`src/rtl/pll_md_if.sv`:
```
`default_nettype none
// +----------------------------------------------------------------------+
// | Module : pll_md_if                                                   |
// | Brief  : Host request/response channel of the PLL MD controller.     |
// | Rev    : 1.0  initial release                                        |
// +----------------------------------------------------------------------+
interface pll_md_if;
  logic       req_valid;
  logic       req_ready;
  logic       req_write;
  logic [7:0] req_addr;
  logic [7:0] req_wdata;
  logic       rsp_valid;
  logic [7:0] rsp_rdata;

  modport master (
    output req_valid, req_write, req_addr, req_wdata,
    input  req_ready, rsp_valid, rsp_rdata
  );

  modport slave (
    input  req_valid, req_write, req_addr, req_wdata,
    output req_ready, rsp_valid, rsp_rdata
  );
endinterface
`default_nettype wire

```
`src/rtl/pll_md_ctrl.sv`:
```
`default_nettype none
// +----------------------------------------------------------------------+
// | Module : pll_md_ctrl                                                 |
// | Brief  : Sequences host read/write requests onto the PLL MD bus      |
// |          (address load, data phase, read-back wait) with a cached    |
// |          address pointer so consecutive accesses skip address loads. |
// | Rev    : 1.0  initial release                                        |
// +----------------------------------------------------------------------+
module pll_md_ctrl #(
  parameter int MDCLK_DIV = 4,
  parameter bit AINC      = 1'b1
) (
  input  wire logic       clk,
  input  wire logic       rst,
  pll_md_if.slave         bus,
  output logic            mdclk,
  output logic [1:0]      mdopc,
  output logic            mdainc,
  output logic [7:0]      mdwdi,
  input  wire logic [7:0] mdrdo
);

  localparam logic [1:0] C_OPC_NOP   = 2'b00;
  localparam logic [1:0] C_OPC_ADDR  = 2'b01;
  localparam logic [1:0] C_OPC_WRITE = 2'b10;
  localparam logic [1:0] C_OPC_READ  = 2'b11;
  localparam logic [8:0] C_LAST      = 9'(2 * MDCLK_DIV - 1);
  localparam logic [8:0] C_HALF      = 9'(MDCLK_DIV);

  typedef enum logic [2:0] {
    S_IDLE   = 3'd0,
    S_ADDR   = 3'd1,
    S_DATA   = 3'd2,
    S_RDWAIT = 3'd3,
    S_RESP   = 3'd4
  } state_t;

  state_t     r_state;
  logic [8:0] r_cnt;
  logic [7:0] r_ptr;
  logic       r_ptr_ok;
  logic       r_write;
  logic [7:0] r_addr;
  logic [7:0] r_wdata;
  logic       r_ready;
  logic       r_rsp_valid;
  logic [7:0] r_rsp_rdata;

  wire logic       w_last    = (r_cnt == C_LAST);
  wire logic [8:0] w_cnt_inc = r_cnt + 9'd1;

  assign bus.req_ready = r_ready;
  assign bus.rsp_valid = r_rsp_valid;
  assign bus.rsp_rdata = r_rsp_rdata;

  // Controller FSM: phase timer, mdclk generation, MD bus outputs and host handshake.
  always_ff @(posedge clk or negedge rst) begin
    if (!rst) begin
      r_state     <= S_IDLE;
      r_cnt       <= 9'd0;
      r_ptr       <= 8'h00;
      r_ptr_ok    <= 1'b0;
      r_write     <= 1'b0;
      r_addr      <= 8'h00;
      r_wdata     <= 8'h00;
      r_ready     <= 1'b0;
      r_rsp_valid <= 1'b0;
      r_rsp_rdata <= 8'h00;
      mdclk       <= 1'b0;
      mdopc       <= C_OPC_NOP;
      mdainc      <= 1'b0;
      mdwdi       <= 8'h00;
    end else begin
      r_rsp_valid <= 1'b0;
      case (r_state)
        S_IDLE: begin
          r_ready <= 1'b1;
          if (bus.req_valid && r_ready) begin
            r_ready <= 1'b0;
            r_write <= bus.req_write;
            r_addr  <= bus.req_addr;
            r_wdata <= bus.req_wdata;
            r_cnt   <= 9'd0;
            mdclk   <= 1'b0;
            // Address load only when the PLL's internal pointer is unknown or differs.
            if (!r_ptr_ok || (bus.req_addr != r_ptr)) begin
              r_state <= S_ADDR;
              mdopc   <= C_OPC_ADDR;
              mdwdi   <= bus.req_addr;
              mdainc  <= 1'b0;
            end else begin
              r_state <= S_DATA;
              mdopc   <= bus.req_write ? C_OPC_WRITE : C_OPC_READ;
              mdwdi   <= bus.req_write ? bus.req_wdata : 8'h00;
              mdainc  <= AINC;
            end
          end
        end
        S_ADDR: begin
          if (!w_last) begin
            r_cnt <= w_cnt_inc;
            mdclk <= (w_cnt_inc >= C_HALF);
          end else begin
            r_cnt    <= 9'd0;
            mdclk    <= 1'b0;
            r_ptr    <= r_addr;
            r_ptr_ok <= 1'b1;
            r_state  <= S_DATA;
            mdopc    <= r_write ? C_OPC_WRITE : C_OPC_READ;
            mdwdi    <= r_write ? r_wdata : 8'h00;
            mdainc   <= AINC;
          end
        end
        S_DATA: begin
          if (!w_last) begin
            r_cnt <= w_cnt_inc;
            mdclk <= (w_cnt_inc >= C_HALF);
          end else begin
            r_cnt  <= 9'd0;
            mdclk  <= 1'b0;
            mdopc  <= C_OPC_NOP;
            mdwdi  <= 8'h00;
            mdainc <= 1'b0;
            // The PLL auto-increments its pointer; track it so the next access can skip ADDR.
            if (AINC) begin
              r_ptr <= r_ptr + 8'd1;
            end
            if (r_write) begin
              r_state     <= S_RESP;
              r_rsp_valid <= 1'b1;
              r_rsp_rdata <= 8'h00;
            end else begin
              r_state <= S_RDWAIT;
            end
          end
        end
        S_RDWAIT: begin
          if (!w_last) begin
            r_cnt <= w_cnt_inc;
            mdclk <= (w_cnt_inc >= C_HALF);
          end else begin
            r_cnt       <= 9'd0;
            mdclk       <= 1'b0;
            r_rsp_rdata <= mdrdo;
            r_rsp_valid <= 1'b1;
            r_state     <= S_RESP;
          end
        end
        S_RESP: begin
          r_ready <= 1'b1;
          r_state <= S_IDLE;
        end
        default: begin
          r_state <= S_IDLE;
          mdclk   <= 1'b0;
          mdopc   <= C_OPC_NOP;
          mdwdi   <= 8'h00;
          mdainc  <= 1'b0;
        end
      endcase
    end
  end

endmodule
`default_nettype wire

```
`src/flat_wrapper.sv`:
```
// flat-port wrapper written by rule: the top's interface ports become plain ports
module pll_md_ctrl_flat 
#(
  parameter int MDCLK_DIV = 4,
  parameter bit AINC      = 1'b1
)
  (clk, rst, mdclk, mdopc, mdainc, mdwdi, mdrdo, bus_req_valid, bus_req_write, bus_req_addr, bus_req_wdata, bus_req_ready, bus_rsp_valid, bus_rsp_rdata);
  pll_md_if bus_i ();
  input  wire logic clk;
  input  wire logic rst;
  output logic mdclk;
  output logic [1:0] mdopc;
  output logic mdainc;
  output logic [7:0] mdwdi;
  input  wire logic [7:0] mdrdo;
  input wire logic [$bits(bus_i.req_valid)-1:0] bus_req_valid;
  input wire logic [$bits(bus_i.req_write)-1:0] bus_req_write;
  input wire logic [$bits(bus_i.req_addr)-1:0] bus_req_addr;
  input wire logic [$bits(bus_i.req_wdata)-1:0] bus_req_wdata;
  output wire logic [$bits(bus_i.req_ready)-1:0] bus_req_ready;
  output wire logic [$bits(bus_i.rsp_valid)-1:0] bus_rsp_valid;
  output wire logic [$bits(bus_i.rsp_rdata)-1:0] bus_rsp_rdata;
  assign bus_i.req_valid = bus_req_valid;
  assign bus_i.req_write = bus_req_write;
  assign bus_i.req_addr = bus_req_addr;
  assign bus_i.req_wdata = bus_req_wdata;
  assign bus_req_ready = bus_i.req_ready;
  assign bus_rsp_valid = bus_i.rsp_valid;
  assign bus_rsp_rdata = bus_i.rsp_rdata;
  pll_md_ctrl #(.MDCLK_DIV(MDCLK_DIV), .AINC(AINC)) u_core (.clk(clk), .rst(rst), .bus(bus_i), .mdclk(mdclk), .mdopc(mdopc), .mdainc(mdainc), .mdwdi(mdwdi), .mdrdo(mdrdo));
endmodule
```
`config.mk`:
```
export PLATFORM = sky130hd
export DESIGN_NAME = pll_md_ctrl_flat
export DESIGN_NICKNAME = d
export VERILOG_FILES = /design/src/rtl/pll_md_if.sv /design/src/rtl/pll_md_ctrl.sv /design/src/flat_wrapper.sv
export SDC_FILE = /design/constraint.sdc
export NUM_CORES = 1
export LEC_CHECK = 0
export CAP_MARGIN = 20
export CELL_PAD_IN_SITES_DETAIL_PLACEMENT = 2
export CELL_PAD_IN_SITES_GLOBAL_PLACEMENT = 2
export CORE_ASPECT_RATIO = 0.75
export CORE_MARGIN = 2
export CORE_UTILIZATION = 30
export CTS_CLUSTER_SIZE = 40
export DETAILED_ROUTE_END_ITERATION = 10
export PLACE_DENSITY = 0.72
export SLEW_MARGIN = 20
export SYNTH_ARGS = -nofsm -noshare
export SYNTH_HDL_FRONTEND = slang
export SYNTH_SLANG_ARGS = --single-unit
```
`constraint.sdc`:
```
create_clock -name clk -period 1.9 [get_ports clk]
set_input_delay 0.38 -clock clk [delete_from_list [all_inputs] [get_ports clk]]
set_output_delay 0.38 -clock clk [all_outputs]
set_load 0.01 [all_outputs]
```
## After elaboration in Yosys (flattened, before gate mapping)

Cells that the tools add are included.

- Register bits after elaboration: 60
- Input port bits: 28
- Output and inout port bits: 22
- Word-level logic and storage cells: 93

- Add/sub/neg operators: 2
- $lt $le $gt $ge: 1
- Eq/ne operators: 11
- Multiplexer cells: 45
- Bitwise logic cells: 2
- Reduce and logical (&&, ||, !) cells: 18

Operator list:

| operator | number |
|---|---|
| 2-to-1 mux 8 bit | 11 |
| case mux 8 bit (2 select lines) | 2 |
| case mux 8 bit (4 select lines) | 1 |
| 2-to-1 mux 9 bit | 2 |
| case mux 9 bit (2 select lines) | 1 |
| 2-to-1 mux 3 bit | 5 |
| 2-to-1 mux 1 bit | 12 |
| case mux 3 bit (4 select lines) | 1 |
| AND reduction 4 bit | 3 |
| 2-to-1 mux 2 bit | 5 |
| != test 2 x 1 -> 1 bit, second input constant | 5 |
| adder 9 x 1 -> 9 bit, second input constant | 1 |
| == test 9 x 3 -> 1 bit, second input constant | 1 |
| >= comparator 9 x 3 -> 1 bit, second input constant | 1 |
| adder 8 x 1 -> 8 bit, second input constant | 1 |
| != test 8 bit | 1 |
| case mux 2 bit (4 select lines) | 1 |
| AND reduction 2 bit | 4 |
| nonzero test 2 bit | 4 |
| == test 3 x 2 -> 1 bit, second input constant | 2 |
| case mux 1 bit (2 select lines) | 2 |
| case mux 1 bit (4 select lines) | 1 |
| == test 3 x 1 -> 1 bit, second input constant | 1 |
| == test 3 bit, second input constant | 1 |
| other kinds (9) | 10 |

## Longest topological paths before layout

- Depth in word-level cells: 5
- Gate-level depth with buffers: 7
- Depth with buffers taken out: 6

## Least setup slack after synthesis

OpenSTA, ideal clock, no wires.

- Path kind: reg-to-reg
- Start: reg u_core.r_cnt[0]
- End: reg u_core.r_ptr[0]
- Setup time: 0.127 ns
- Data arrival time: 1.788 ns
- Required time: 1.773 ns
- Slack: -0.015 ns
- Stages on the path, launching flop included: 7
- Cell sequence: dfrtp_1 > ha_1 > nand4bb_4 > or3_4 > nor3_4 > a21boi_0 > mux2i_1

- Word-level cells in the longest chain between the ends: 3

Ends and longest elaborated chain:

| item | line | text |
|---|---|---|
| start, declared | pll_md_ctrl.sv:39 | `logic [8:0] r_cnt;` |
| start signal, assigned | pll_md_ctrl.sv:101 | `r_cnt <= w_cnt_inc;` |
| start signal, assigned | pll_md_ctrl.sv:116 | `r_cnt <= w_cnt_inc;` |
| start signal, assigned | pll_md_ctrl.sv:139 | `r_cnt <= w_cnt_inc;` |
| == test 9 x 3 -> 1 bit * | pll_md_ctrl.sv:49 | `wire logic w_last = (r_cnt == C_LAST);` |
| != test 2 x 1 -> 1 bit (no line) | n/a |  |
| AND reduction 3 bit (no line) * | n/a |  |
| end signal, assigned | pll_md_ctrl.sv:106 | `r_ptr <= r_addr;` |
| end signal, assigned | pll_md_ctrl.sv:126 | `r_ptr <= r_ptr + 8'd1;` |
| end, declared | pll_md_ctrl.sv:40 | `logic [7:0] r_ptr;` |

Mark *: on every way between the ends. The rest lies on a longest branch, timed or not.
A chain may end at the register's enable or synchronous reset.

## Worst setup path in the final report

- Start: in bus_req_valid
- End: reg u_core.mdwdi[0]

- Word-level cells in the longest chain between the ends: 3

Ends and longest elaborated chain:

| item | line | text |
|---|---|---|
| start, declared | flat_wrapper.sv:16 | `input wire logic [$bits(bus_i.req_valid)-1:0] bus_req_valid;` |
| logical AND 1 bit | pll_md_ctrl.sv:78 | `if (bus.req_valid && r_ready) begin` |
| != test 2 x 1 -> 1 bit (no line) | n/a |  |
| AND reduction 4 bit (no line) | n/a |  |
| end signal, assigned | pll_md_ctrl.sv:89 | `mdwdi <= bus.req_addr;` |
| end signal, assigned | pll_md_ctrl.sv:94 | `mdwdi <= bus.req_write ? bus.req_wdata : 8'h00;` |
| end signal, assigned | pll_md_ctrl.sv:110 | `mdwdi <= r_write ? r_wdata : 8'h00;` |
| end, declared | pll_md_ctrl.sv:19 | `output logic [7:0] mdwdi,` |

No other way between the ends.

==> flow_summary.json <==
{
  "p_leak_nw": 2.04,
  "die_x_um": 122,
  "hold_class": "in -> async",
  "ys_ff_latch": 59,
  "final_max_slew_viol_count": 0,
  "setup-violations-final": 19,
  "clkTransAtPathRegs_ps": 50,
  "cts_tree": "yes",
  "htree_levels": 3,
  "ir_worst_vdd_v": 0.000386,
  "nNetsFinal": 455,
  "place_inst": 543,
  "fill_cells": 1077,
  "antennaDiodeCount": 0,
  "first_global_vias": 3273,
  "worstSetupPathType": "in -> reg",
  "die-height_um": 92.5,
  "root_buffer": "clkbuf_16",
  "ys_seq_area_share_pct": 47.1,
  "slowest_stage": "clkdlybuf4s50_1",
  "synth_warnings": 0,
  "vias_per_cell": 5.22,
  "cp-end-kind": "register",
  "io-pin-count": 50,
  "io_buffers": 49,
  "tightest_slew_ps": 701,
  "crit_arrival_ps": 2130,
  "status": "finished, violations left",
  "syn-num-nets": 353,
  "final_layout_size_suffix_gt1_share_pct": 34.3,
  "cp_num_buf_inv": 3,
  "clk_path_buf_depth": 2,
  "vias": 2931,
  "maxCapViolations": 0,
  "path_delay_family": "buffers and inverters",
  "synth_cell_types": 52,
  "yosys.area.top_type_share_pct": 47.1,
  "finalPower_mw": 2.82,
  "ant_nets": 0,
  "drt_wl_total_um": 11300,
  "place.detailed.hpwl_um": 7710,
  "path_cells": "clkdlybuf4s50_1, nand2_1, o21ai_0, o31ai_2, buf_4, buf_4, nand2_1, o311ai_4",
  "synth-edff-count": 0,
  "rows": 32,
  "grt_pass1_wl_um": 17400,
  "fmax_mhz": 511,
  "grt_antenna_before_repair": 0,
  "synth.avg_cell_area_um2": 9.73,
  "cts_buffers": 9,
  "drt-initial-drc-count": 93,
  "synthArstFlopShare_pct": 100,
  "syn_inst": 322,
  "yosys_most_used_dff": "dfrtp_1",
  "die-area_um2": 11300,
  "gp_congestion": 0.794,
  "synth_common_cells": "59 x dfrtp_1, 43 x nand2_1, 28 x o21ai_0",
  "final_cell_area_um2": 4810,
  "powerDensity_nw_per_um2": 586,
  "core_area_um2": 10200,
  "fin_crit_sh_pct": 103,
  "slowest_delay_ps": 520,
  "clock_latency_ps": 330,
  "rsz0062_at_grt": "yes",
  "crit_path_start_kind": "input port",
  "fin_skew_ps": 6.52,
  "grtUsageTotal_pct": 20.1,
  "yosys.area.top_type": "dfrtp_1",
  "hold_viol": 0,
  "fin_cells": 562,
  "clock-sinks": 59,
  "period_needed_ps": 1960,
  "synth_most_common_cell": "dfrtp_1",
  "first_pass_iters": 4,
  "worst-endpoint-required_ps": 2070,
  "gr-total-overflow": 0,
  "slew_headroom_pct": 53.3,
  "start_util_pct": 30.7,
  "synthToLayoutAreaGrowth_pct": 53.5,
  "fin_ws_ps": -55.1,
  "drc": 0,
  "place_area_um2": 4180,
  "worstPathMaxFanout": 10,
  "netlist_area_um2": 3130,
  "violations": "negative setup slack",
  "netlist_top_cells_area": "dfrtp_1 47%, mux2_2 6.1%, nand2_1 5.1%, o21ai_0 4.5%, a21oi_1 3.7%",
  "grt_start_max_net_pins": 37,
  "drt-wirelength-per-cell_um": 20.0
}
[report_power, final]
part | switching (mW) | internal (mW) | total (mW)
clock network | 0.528 | 0.895 | 1.42
registers | 0 | 1.26 | 1.26
logic | 0.0645 | 0.0724 | 0.137
[final cells by class]
cell class	count	area, um2	share of cell area (%)
Sequential cell	59	1480	30.7
Multi-Input combinational cell	236	1860	38.7
Clock buffer	13	250	5.20
Tap cell	136	170	3.54
Inverter	5	18.8	0.390
Timing Repair Buffer	113	1030	21.5
[layer usage]
metal | track usage [%] | share of wire, %
met1 | 25.6 | 45
met2 | 34.5 | 51
met3 | 4.00 | 3.3
met4 | 5.84 | 0.96
met5 | 0 | 0
[metrics by stage]
| stage | utilization (%) | TNS, ps | hold slack, ps | setup slack, ps |
|---|---|---|---|---|
| floorplan | - | 0 | 84.4 | 26.0 |
| global placement | 40.9 | -2480 | 381 | -286 |
| detailed placement | 40.9 | -4280 | 387 | -416 |
| CTS | 44.2 | -34.4 | 45.6 | -12.7 |
| global route | 47.1 | -3100 | 56.7 | -190 |
| finish | 47.1 | -555 | 35.4 | -55.1 |
[cell usage in the layout (no fill, tap or decap), types with 7 or more instances in the layout]
cell and n:
dfrtp_1 59, clkbuf_16 9, buf_4 55, mux2_2 17, a21oi_2 9, clkdlybuf4s50_1 48
a21oi_1 14, nand3_1 9, o21ai_0 27, nand2_1 41, a22oi_1 7, nand3_2 7
nor2_1 12
[what timing repair did]
| action | CTS | global route |
|---|---|---|
| buffers inserted | 2 | 6 |
| hold buffers | 0 | 0 |
| pin swaps | 4 | 23 |
| gates resized for setup | 23 | 53 |
| setup endpoints to repair | 27 | 30 |
[worst paths after layout]
path | slack (ps) | endpoint | cells after the start | from
max in group asynchronous | 1560 | u_core.r_wdata[4] | 2 | rst
worst max register to register | -60 | u_core.mdwdi[4] | 7 | u_core.r_cnt[0]
worst min-delay path | 40 | u_core.r_ptr[4] | 2 | rst
worst max-delay path | -60 | u_core.mdwdi[0] | 8 | bus_req_valid
min in group clk | 460 | u_core.r_ptr_ok | 1 | u_core.r_ptr_ok
worst min register to register | 460 | u_core.r_ptr_ok | 1 | u_core.r_ptr_ok
[state kept, by name, summed over array words and instances (netlist names), 3 cells and up]
name	cells
u_core.bus.rsp_rdata	8
u_core.r_wdata	8
u_core.r_state	3
u_core.r_cnt	9
u_core.r_addr	8
u_core.mdwdi	8
u_core.r_ptr	8
[logic make-up (layout without fill, tap and decap cells)]
| logic type | count (synthesis) | count (layout) | synth area share (%) |
|---|---|---|---|
| buffers and inverters | 27 | 131 | 3.87 |
| AO/OA/AOI/OAI | 90 | 90 | 18.6 |
| AND/OR/NAND/NOR | 112 | 112 | 19.1 |
| XOR/XNOR | 11 | 11 | 3.07 |
| adder cells (fa/ha/maj) | 3 | 3 | 1.20 |
| multiplexers | 20 | 20 | 7.07 |
| flip-flops | 59 | 59 | 47.1 |
Power figures use the tool's default switching activity.
